--- config.mk ---
export PLATFORM = sky130hd
export DESIGN_NAME = string_fifo_avalon_param
export DESIGN_NICKNAME = d
export VERILOG_FILES = /design/src/rtl/string_fifo_pkg.sv /design/src/rtl/sfifo_core.sv /design/src/rtl/string_fifo_avalon_param.sv
export SDC_FILE = /design/constraint.sdc
export NUM_CORES = 1
export LEC_CHECK = 0
export ABC_AREA = 1
export CAP_MARGIN = 10
export CORE_MARGIN = 3
export CORE_UTILIZATION = 55
export CTS_CLUSTER_SIZE = 12
export DETAILED_ROUTE_END_ITERATION = 12
export PLACE_DENSITY = 0.86
export SETUP_SLACK_MARGIN = 0.05
export SYNTH_ARGS = -nofsm -noshare
export SYNTH_HDL_FRONTEND = slang
export SYNTH_SLANG_ARGS = --single-unit
--- constraint.sdc ---
create_clock -name clk -period 4.79 [get_ports clk]
set_input_delay 0.958 -clock clk [delete_from_list [all_inputs] [get_ports clk]]
set_output_delay 0.958 -clock clk [all_outputs]
set_load 0.03 [all_outputs]
--- src/rtl/string_fifo_pkg.sv ---
// Shared constants for the Avalon-MM string FIFO: register map addresses,
// STATUS / CONTROL bit positions and a helper that packs the STATUS word.
package string_fifo_pkg;

   // Register word addresses
   localparam logic [2:0] ADDR_DATA    = 3'd0;
   localparam logic [2:0] ADDR_STATUS  = 3'd1;
   localparam logic [2:0] ADDR_COUNT   = 3'd2;
   localparam logic [2:0] ADDR_CONTROL = 3'd3;
   localparam logic [2:0] ADDR_THRESH  = 3'd4;

   // STATUS bit indices
   localparam int ST_EMPTY = 0;
   localparam int ST_FULL  = 1;
   localparam int ST_OVF   = 2;
   localparam int ST_UNF   = 3;
   localparam int ST_IRQ   = 4;
   localparam int ST_W     = 5;

   // CONTROL bit indices
   localparam int CTRL_FLUSH  = 0;
   localparam int CTRL_IRQ_EN = 1;

   // Pack the live STATUS flags into their bit positions
   function automatic logic [ST_W-1:0] status_word(
      input logic irq,
      input logic unf,
      input logic ovf,
      input logic full,
      input logic empty
   );
      logic [ST_W-1:0] w_s;
      w_s              = {ST_W{1'b0}};
      w_s[ST_EMPTY]    = empty;
      w_s[ST_FULL]     = full;
      w_s[ST_OVF]      = ovf;
      w_s[ST_UNF]      = unf;
      w_s[ST_IRQ]      = irq;
      return w_s;
   endfunction

endpackage

--- src/rtl/sfifo_core.sv ---
// FIFO storage and pointer bookkeeping. Pointers carry one extra wrap bit so
// that full and empty are distinguishable without a separate counter.
module sfifo_core #(
   parameter int DATA_W = 32,
   parameter int DEPTH  = 16
) (
   input  logic                     clk,
   input  logic                     reset,
   input  logic                     i_push,
   input  logic                     i_pop,
   input  logic                     i_flush,
   input  logic [DATA_W-1:0]        i_wdata,
   output logic [DATA_W-1:0]        o_head,
   output logic [$clog2(DEPTH):0]   o_count,
   output logic                     o_full,
   output logic                     o_empty
);

   localparam int AW = $clog2(DEPTH);
   localparam int PW = AW + 1;

   logic [DATA_W-1:0] r_mem [DEPTH];
   logic [PW-1:0]     r_wr_ptr;
   logic [PW-1:0]     r_rd_ptr;
   logic              w_do_push;
   logic              w_do_pop;

   // Push/pop are qualified here too so the core never corrupts itself
   assign w_do_push = i_push && !o_full && !i_flush;
   assign w_do_pop  = i_pop && !o_empty && !i_flush;

   // Pointer update: flush returns both pointers to zero, contents untouched
   always_ff @(posedge clk or posedge reset) begin
      if (reset) begin
         r_wr_ptr <= {PW{1'b0}};
         r_rd_ptr <= {PW{1'b0}};
      end else if (i_flush) begin
         r_wr_ptr <= {PW{1'b0}};
         r_rd_ptr <= {PW{1'b0}};
      end else begin
         if (w_do_push) begin
            r_wr_ptr <= r_wr_ptr + {{(PW-1){1'b0}}, 1'b1};
         end
         if (w_do_pop) begin
            r_rd_ptr <= r_rd_ptr + {{(PW-1){1'b0}}, 1'b1};
         end
      end
   end

   // Storage array: written on accepted pushes only, never reset
   always_ff @(posedge clk) begin
      if (w_do_push) begin
         r_mem[r_wr_ptr[AW-1:0]] <= i_wdata;
      end
   end

   assign o_count = r_wr_ptr - r_rd_ptr;
   assign o_empty = (r_wr_ptr == r_rd_ptr);
   assign o_full  = (r_wr_ptr[AW] != r_rd_ptr[AW]) &&
                    (r_wr_ptr[AW-1:0] == r_rd_ptr[AW-1:0]);
   assign o_head  = r_mem[r_rd_ptr[AW-1:0]];

endmodule

--- src/rtl/string_fifo_avalon_param.sv ---
// Avalon-MM slave wrapper around sfifo_core: register decode, sticky error
// flags, interrupt enable / threshold registers and the level interrupt.
module string_fifo_avalon_param
   import string_fifo_pkg::*;
#(
   parameter int DATA_W = 32,
   parameter int DEPTH  = 16
) (
   input  logic              clk,
   input  logic              reset,
   input  logic              chipselect,
   input  logic [2:0]        address,
   input  logic              read,
   input  logic              write,
   input  logic [DATA_W-1:0] writedata,
   output logic [DATA_W-1:0] readdata,
   output logic              irq
);

   localparam int AW = $clog2(DEPTH);
   localparam int PW = AW + 1;

   logic              r_armed;
   logic              r_ovf;
   logic              r_unf;
   logic              r_irq_en;
   logic [PW-1:0]     r_thresh;
   logic              r_irq;

   logic              w_wr_acc;
   logic              w_rd_acc;
   logic              w_push;
   logic              w_pop;
   logic              w_flush;
   logic              w_ovf_set;
   logic              w_unf_set;
   logic              w_ovf_clr;
   logic              w_unf_clr;
   logic              w_ctrl_wr;
   logic              w_thresh_wr;
   logic              w_irq_cond;
   logic [DATA_W-1:0] w_head;
   logic [PW-1:0]     w_count;
   logic              w_full;
   logic              w_empty;
   logic [DATA_W-1:0] w_rdata;

   // Decode the single Avalon access of this cycle into FIFO/register actions.
   // A write wins over a simultaneous read; nothing updates until armed.
   always_comb begin
      w_wr_acc    = 1'b0;
      w_rd_acc    = 1'b0;
      w_push      = 1'b0;
      w_pop       = 1'b0;
      w_flush     = 1'b0;
      w_ovf_set   = 1'b0;
      w_unf_set   = 1'b0;
      w_ovf_clr   = 1'b0;
      w_unf_clr   = 1'b0;
      w_ctrl_wr   = 1'b0;
      w_thresh_wr = 1'b0;
      if (r_armed && chipselect) begin
         w_wr_acc = write;
         w_rd_acc = read && !write;
      end else begin
         w_wr_acc = 1'b0;
         w_rd_acc = 1'b0;
      end
      if (w_wr_acc) begin
         case (address)
            ADDR_DATA: begin
               w_push    = !w_full;
               w_ovf_set = w_full;
            end
            ADDR_STATUS: begin
               w_ovf_clr = writedata[ST_OVF];
               w_unf_clr = writedata[ST_UNF];
            end
            ADDR_CONTROL: begin
               w_ctrl_wr = 1'b1;
               w_flush   = writedata[CTRL_FLUSH];
            end
            ADDR_THRESH: begin
               w_thresh_wr = 1'b1;
            end
            default: begin
               w_push = 1'b0;
            end
         endcase
      end else if (w_rd_acc && (address == ADDR_DATA)) begin
         w_pop     = !w_empty;
         w_unf_set = w_empty;
      end else begin
         w_push = 1'b0;
      end
   end

   sfifo_core #(
      .DATA_W (DATA_W),
      .DEPTH  (DEPTH)
   ) u_core (
      .clk     (clk),
      .reset   (reset),
      .i_push  (w_push),
      .i_pop   (w_pop),
      .i_flush (w_flush),
      .i_wdata (writedata),
      .o_head  (w_head),
      .o_count (w_count),
      .o_full  (w_full),
      .o_empty (w_empty)
   );

   // Arming flag: the first edge after reset release performs no update
   always_ff @(posedge clk or posedge reset) begin
      if (reset) begin
         r_armed <= 1'b0;
      end else begin
         r_armed <= 1'b1;
      end
   end

   // Sticky overflow/underflow flags: set by the faulting access, cleared by W1C
   always_ff @(posedge clk or posedge reset) begin
      if (reset) begin
         r_ovf <= 1'b0;
         r_unf <= 1'b0;
      end else begin
         if (w_ovf_set) begin
            r_ovf <= 1'b1;
         end else if (w_ovf_clr) begin
            r_ovf <= 1'b0;
         end
         if (w_unf_set) begin
            r_unf <= 1'b1;
         end else if (w_unf_clr) begin
            r_unf <= 1'b0;
         end
      end
   end

   // CONTROL irq enable and THRESH registers
   always_ff @(posedge clk or posedge reset) begin
      if (reset) begin
         r_irq_en <= 1'b0;
         r_thresh <= PW'(DEPTH / 2);
      end else begin
         if (w_ctrl_wr) begin
            r_irq_en <= writedata[CTRL_IRQ_EN];
         end
         if (w_thresh_wr) begin
            r_thresh <= writedata[PW-1:0];
         end
      end
   end

   assign w_irq_cond = r_irq_en && ((w_count >= r_thresh) || r_ovf || r_unf);

   // Interrupt register: follows the enabled condition one cycle later
   always_ff @(posedge clk or posedge reset) begin
      if (reset) begin
         r_irq <= 1'b0;
      end else begin
         r_irq <= w_irq_cond;
      end
   end

   assign irq = r_irq;

   // Read mux: zero-wait data from address and current state, zero when idle
   always_comb begin
      w_rdata = {DATA_W{1'b0}};
      if (chipselect && read) begin
         case (address)
            ADDR_DATA: begin
               if (w_empty) begin
                  w_rdata = {DATA_W{1'b0}};
               end else begin
                  w_rdata = w_head;
               end
            end
            ADDR_STATUS:  w_rdata = DATA_W'(status_word(r_irq, r_unf, r_ovf, w_full, w_empty));
            ADDR_COUNT:   w_rdata = DATA_W'(w_count);
            ADDR_CONTROL: w_rdata = DATA_W'({r_irq_en, 1'b0});
            ADDR_THRESH:  w_rdata = DATA_W'(r_thresh);
            default:      w_rdata = {DATA_W{1'b0}};
         endcase
      end else begin
         w_rdata = {DATA_W{1'b0}};
      end
   end

   assign readdata = w_rdata;

endmodule
==> results of run 1 <==
==> placed cells by master, fill, tap and decap left out, types with 3 or more instances in the layout <==
cell	n
edfxtp_1	512
nor2_1	277
nand2_1	251
o21ai_0	209
inv_1	130
nand3_1	102
o211ai_1	55
o22ai_1	54
clkbuf_16	54
buf_4	49
clkdlybuf4s50_1	40
a21oi_1	39
o21ai_1	22
buf_12	22
dfrtp_1	16
ha_1	14
clkbuf_1	12
nor2_4	10
nor3_2	7
nor3_1	4
xor2_1	4
nand4_1	4
clkinv_1	4
nand3b_1	3
==> state kept, by name, summed over array words and instances (netlist names) <==
signal / count
r_armed: 1
irq: 1
r_unf: 1
r_thresh: 5
r_ovf: 1
u_core.r_mem: 512
r_irq_en: 1
u_core.r_wr_ptr: 5
u_core.r_rd_ptr: 5
==> synth_stat cells (all sizes together) <==
cell type,n
nand3b,3
a31oi,1
nor3,11
o21ai,231
xor2,4
nand3,102
edfxtp,512
and2,2
dfrtp,19
nor2,288
conb,1
nor4,1
fa,1
dfstp,1
o21a,1
buf,53
a32o,2
a21oi,39
clkbuf,50
clkinv,2
inv,133
nand2,251
o22ai,54
o211ai,55
xnor2,1
ha,14
nand4,4
==> kinds of logic after synthesis <==
family	after synthesis	synth area share [%]
buf+inv	238	4.72
flops	532	72.3
fa+ha+maj	15	0.889
other cells	1	0.0171
simple gates	662	12.1
compound gates	383	9.73
xor+xnor	5	0.200
==> stage by stage <==
step                worst slack [ps]  hold WS [ps]  total power [uW]  util, %
global route                     320           578             12800     63.8
global placement                1050           506              8470     60.0
CTS                              564           532             12300     63.8
floorplan                        293           468              7650        -
finish                           559           526             12300     63.8
detailed placement               990           531              8600     60.0
==> per-layer routing <==
layer | share of wire [%] | wire length [um]
met5 | 0 | 0
met4 | 4.6 | 2470
met3 | 11 | 5790
met2 | 48 | 25600
met1 | 37 | 19900
==> area by class of cell <==
class | instances | area share (%)
sequential | 532 | 63.9
multi-input combinational | 1066 | 20.7
clock buffer | 68 | 5.72
timing repair buffer | 111 | 4.86
tap | 518 | 2.61
inverter | 135 | 2.06
clock inverter | 7 | 0.201
==> power groups by stage <==
stage | clock network (uW) | logic, uW | registers (uW)
after global placement | 0 | 3110 | 5350
final | 3660 | 3370 | 5270
after global routing | 3870 | 3680 | 5270
after CTS | 3680 | 3310 | 5260
after floorplan | 0 | 2340 | 5310
after detailed placement | 0 | 3240 | 5360
==> worst reg2reg max path: stages, from the launching register on <==
cell and delay [ps]:
dfrtp_2 670, clkinv_1 180, ha_1 400, nand2_1 90, nor2_1 80, nand2_1 100, nand2_1 210, inv_1 300
nand2_1 260, nor2_4 360, buf_4 470
==> worst paths after layout <==
path                                          from                    to  slack, ps  cells past startpoint
worst min register to register         r_thresh[3]           r_thresh[3]        530                      2
worst min-delay path                   r_thresh[3]           r_thresh[3]        530                      2
worst max-delay path            u_core.r_rd_ptr[2]           readdata[8]        560                     11
max in group asynchronous                    reset    u_core.r_rd_ptr[0]       3360                      2
min in group asynchronous                    reset                 r_ovf        840                      2
worst max register to register  u_core.r_rd_ptr[2]  u_core.r_mem[14][12]       1280                     10
==> flow_metrics.tcl, run 1 <==
set metrics [dict create \
    status "completed" \
    chipHeight_um 206 \
    grt_pass1_wl_um 82900 \
    h-tree-depth 2 \
    final_nets 1953 \
    netlist_area_sq_um 21900 \
    rsz0062_at_grt "no" \
    seq_area_sq_um 15900 \
    fin_worst_skew_ps 24.9 \
    grt_max_degree 191 \
    cts_hold_buf 0 \
    grt_pass1_vias 15000 \
    clk_latency_ps 590 \
    cpMostUsedCell "nand2_1" \
    grt_use_met1_pct 34.1 \
    syn_to_final_growth_pct 13.3 \
    cap_violations 0 \
    rows 72 \
    postPlaceCellArea_sq_um 23400 \
    grtUsageTotal_pct 25.5 \
    synth_nets 1891 \
    ys_seq_area_share_pct 72.3 \
    fin_cells 2437 \
    portBuffers 72 \
    path_cells "clkinv_1 > ha_1 > nand2_1 > nor2_1 > nand2_1 > nand2_1 > nor2_2 > clkinv_1 > buf_4 > a21oi_1 > buf_12" \
    setup_violations 0 \
    slew_headroom_pct 34.3 \
    busiest_layer "met2" \
    p_switching_uw 4070 \
    peakVddDrop_uv 368 \
    dieArea_sq_um 42300 \
    hold_path_class "reg -> reg" \
    vias 15000 \
    multi_input_area_sq_um 5150 \
    ios 73 \
    p_seq_share_pct 42.8 \
    synth_top_cell_area_share_pct 70.0 \
    numCtsBuffers 52 \
    critical_path_arrival_ps 3270 \
    slowest_delay_ps 670 \
    crit_required_ps 3830 \
    yosysWarnings 0 \
    routed_wl_um 53800 \
    start_util_pct 56.3 \
    cts_resized 0 \
    sw_frac_of_total_pct 33.1 \
    power_frac_clock_pct 29.8 \
    ys_types 33 \
    period_share_pct 88.3 \
    comb_power_share_pct 27.4 \
    routed_via_density 6.14 \
    p_leak_uw 0.00872 \
    maxClockFrequency_ghz 0.236 \
    period_minus_slack_ps 4230 \
    yosys.area.top_type "edfxtp_1" \
    grt_use_met2_pct 41.0 \
    slowest_stage "dfrtp_2" \
    fillers 2615 \
    dieWidth_um 206 \
    hpwl_um 29100 \
    yosys-top-cells-area "edfxtp_1, nor2_1, o21ai_0, nand2_1, nand3_1" \
    cts_root_buffer "clkbuf_16" \
    clockBufferDepth 3 \
    grt_antenna_before_repair 0 \
    grt-ovfl-total 0 \
    cts.clk_slew.worst_paths_ps 60 \
    power.internal_uw 8230 \
    gp_congestion 0.905 \
    finalSetupTns_ps 0 \
    final_antenna_net_count 0 \
    power-per-cell-area_nw_per_um2 494 \
    crit_fanout 26 \
    first_iter_violations 2284 \
    syn_area_per_cell_sq_um 12.0 \
    antenna_cells 0 \
    hold_viol_final 0 \
    worst_slew_pin_slew_ps 985 \
    post-cts-setup-buffers 0 \
    tritoncts "built" \
    drtPass1Iterations 6 \
    drc_errors 0 \
    critical-path-top-delay-family "buffers and inverters" \
    core-area_sq_um 39000 \
    numPlacedInstances 2362 \
    critPathCaptureType "primary output" \
    ys_seq_elements 532 \
    critical_path_class "reg -> out" \
    design_area_sq_um 24900 \
    path_buf_inv 4 \
    maxSlewViolCount 0 \
    grt.met3_usage_pct 4.16 \
    drive_gt1_share_pct 8.18 \
    cp-start-kind "flip-flop" \
    netlist_instances 1836 \
    cts_sinks 532 \
    avgRoutedWirePerCell_um 22.1 \
]
(Power assumes the default switching activity.)
==> inputs of run 2 (changes only) <==
--- a/config.mk
+++ b/config.mk
@@ -13,6 +13,7 @@
 export DETAILED_ROUTE_END_ITERATION = 12
 export PLACE_DENSITY = 0.86
 export SETUP_SLACK_MARGIN = 0.05
+export SLEW_MARGIN = 20
 export SYNTH_ARGS = -nofsm -noshare
 export SYNTH_HDL_FRONTEND = slang
 export SYNTH_SLANG_ARGS = --single-unit
==> results of run 2 <==
The final DEF is identical to that of run 1; final timing and power are the same.
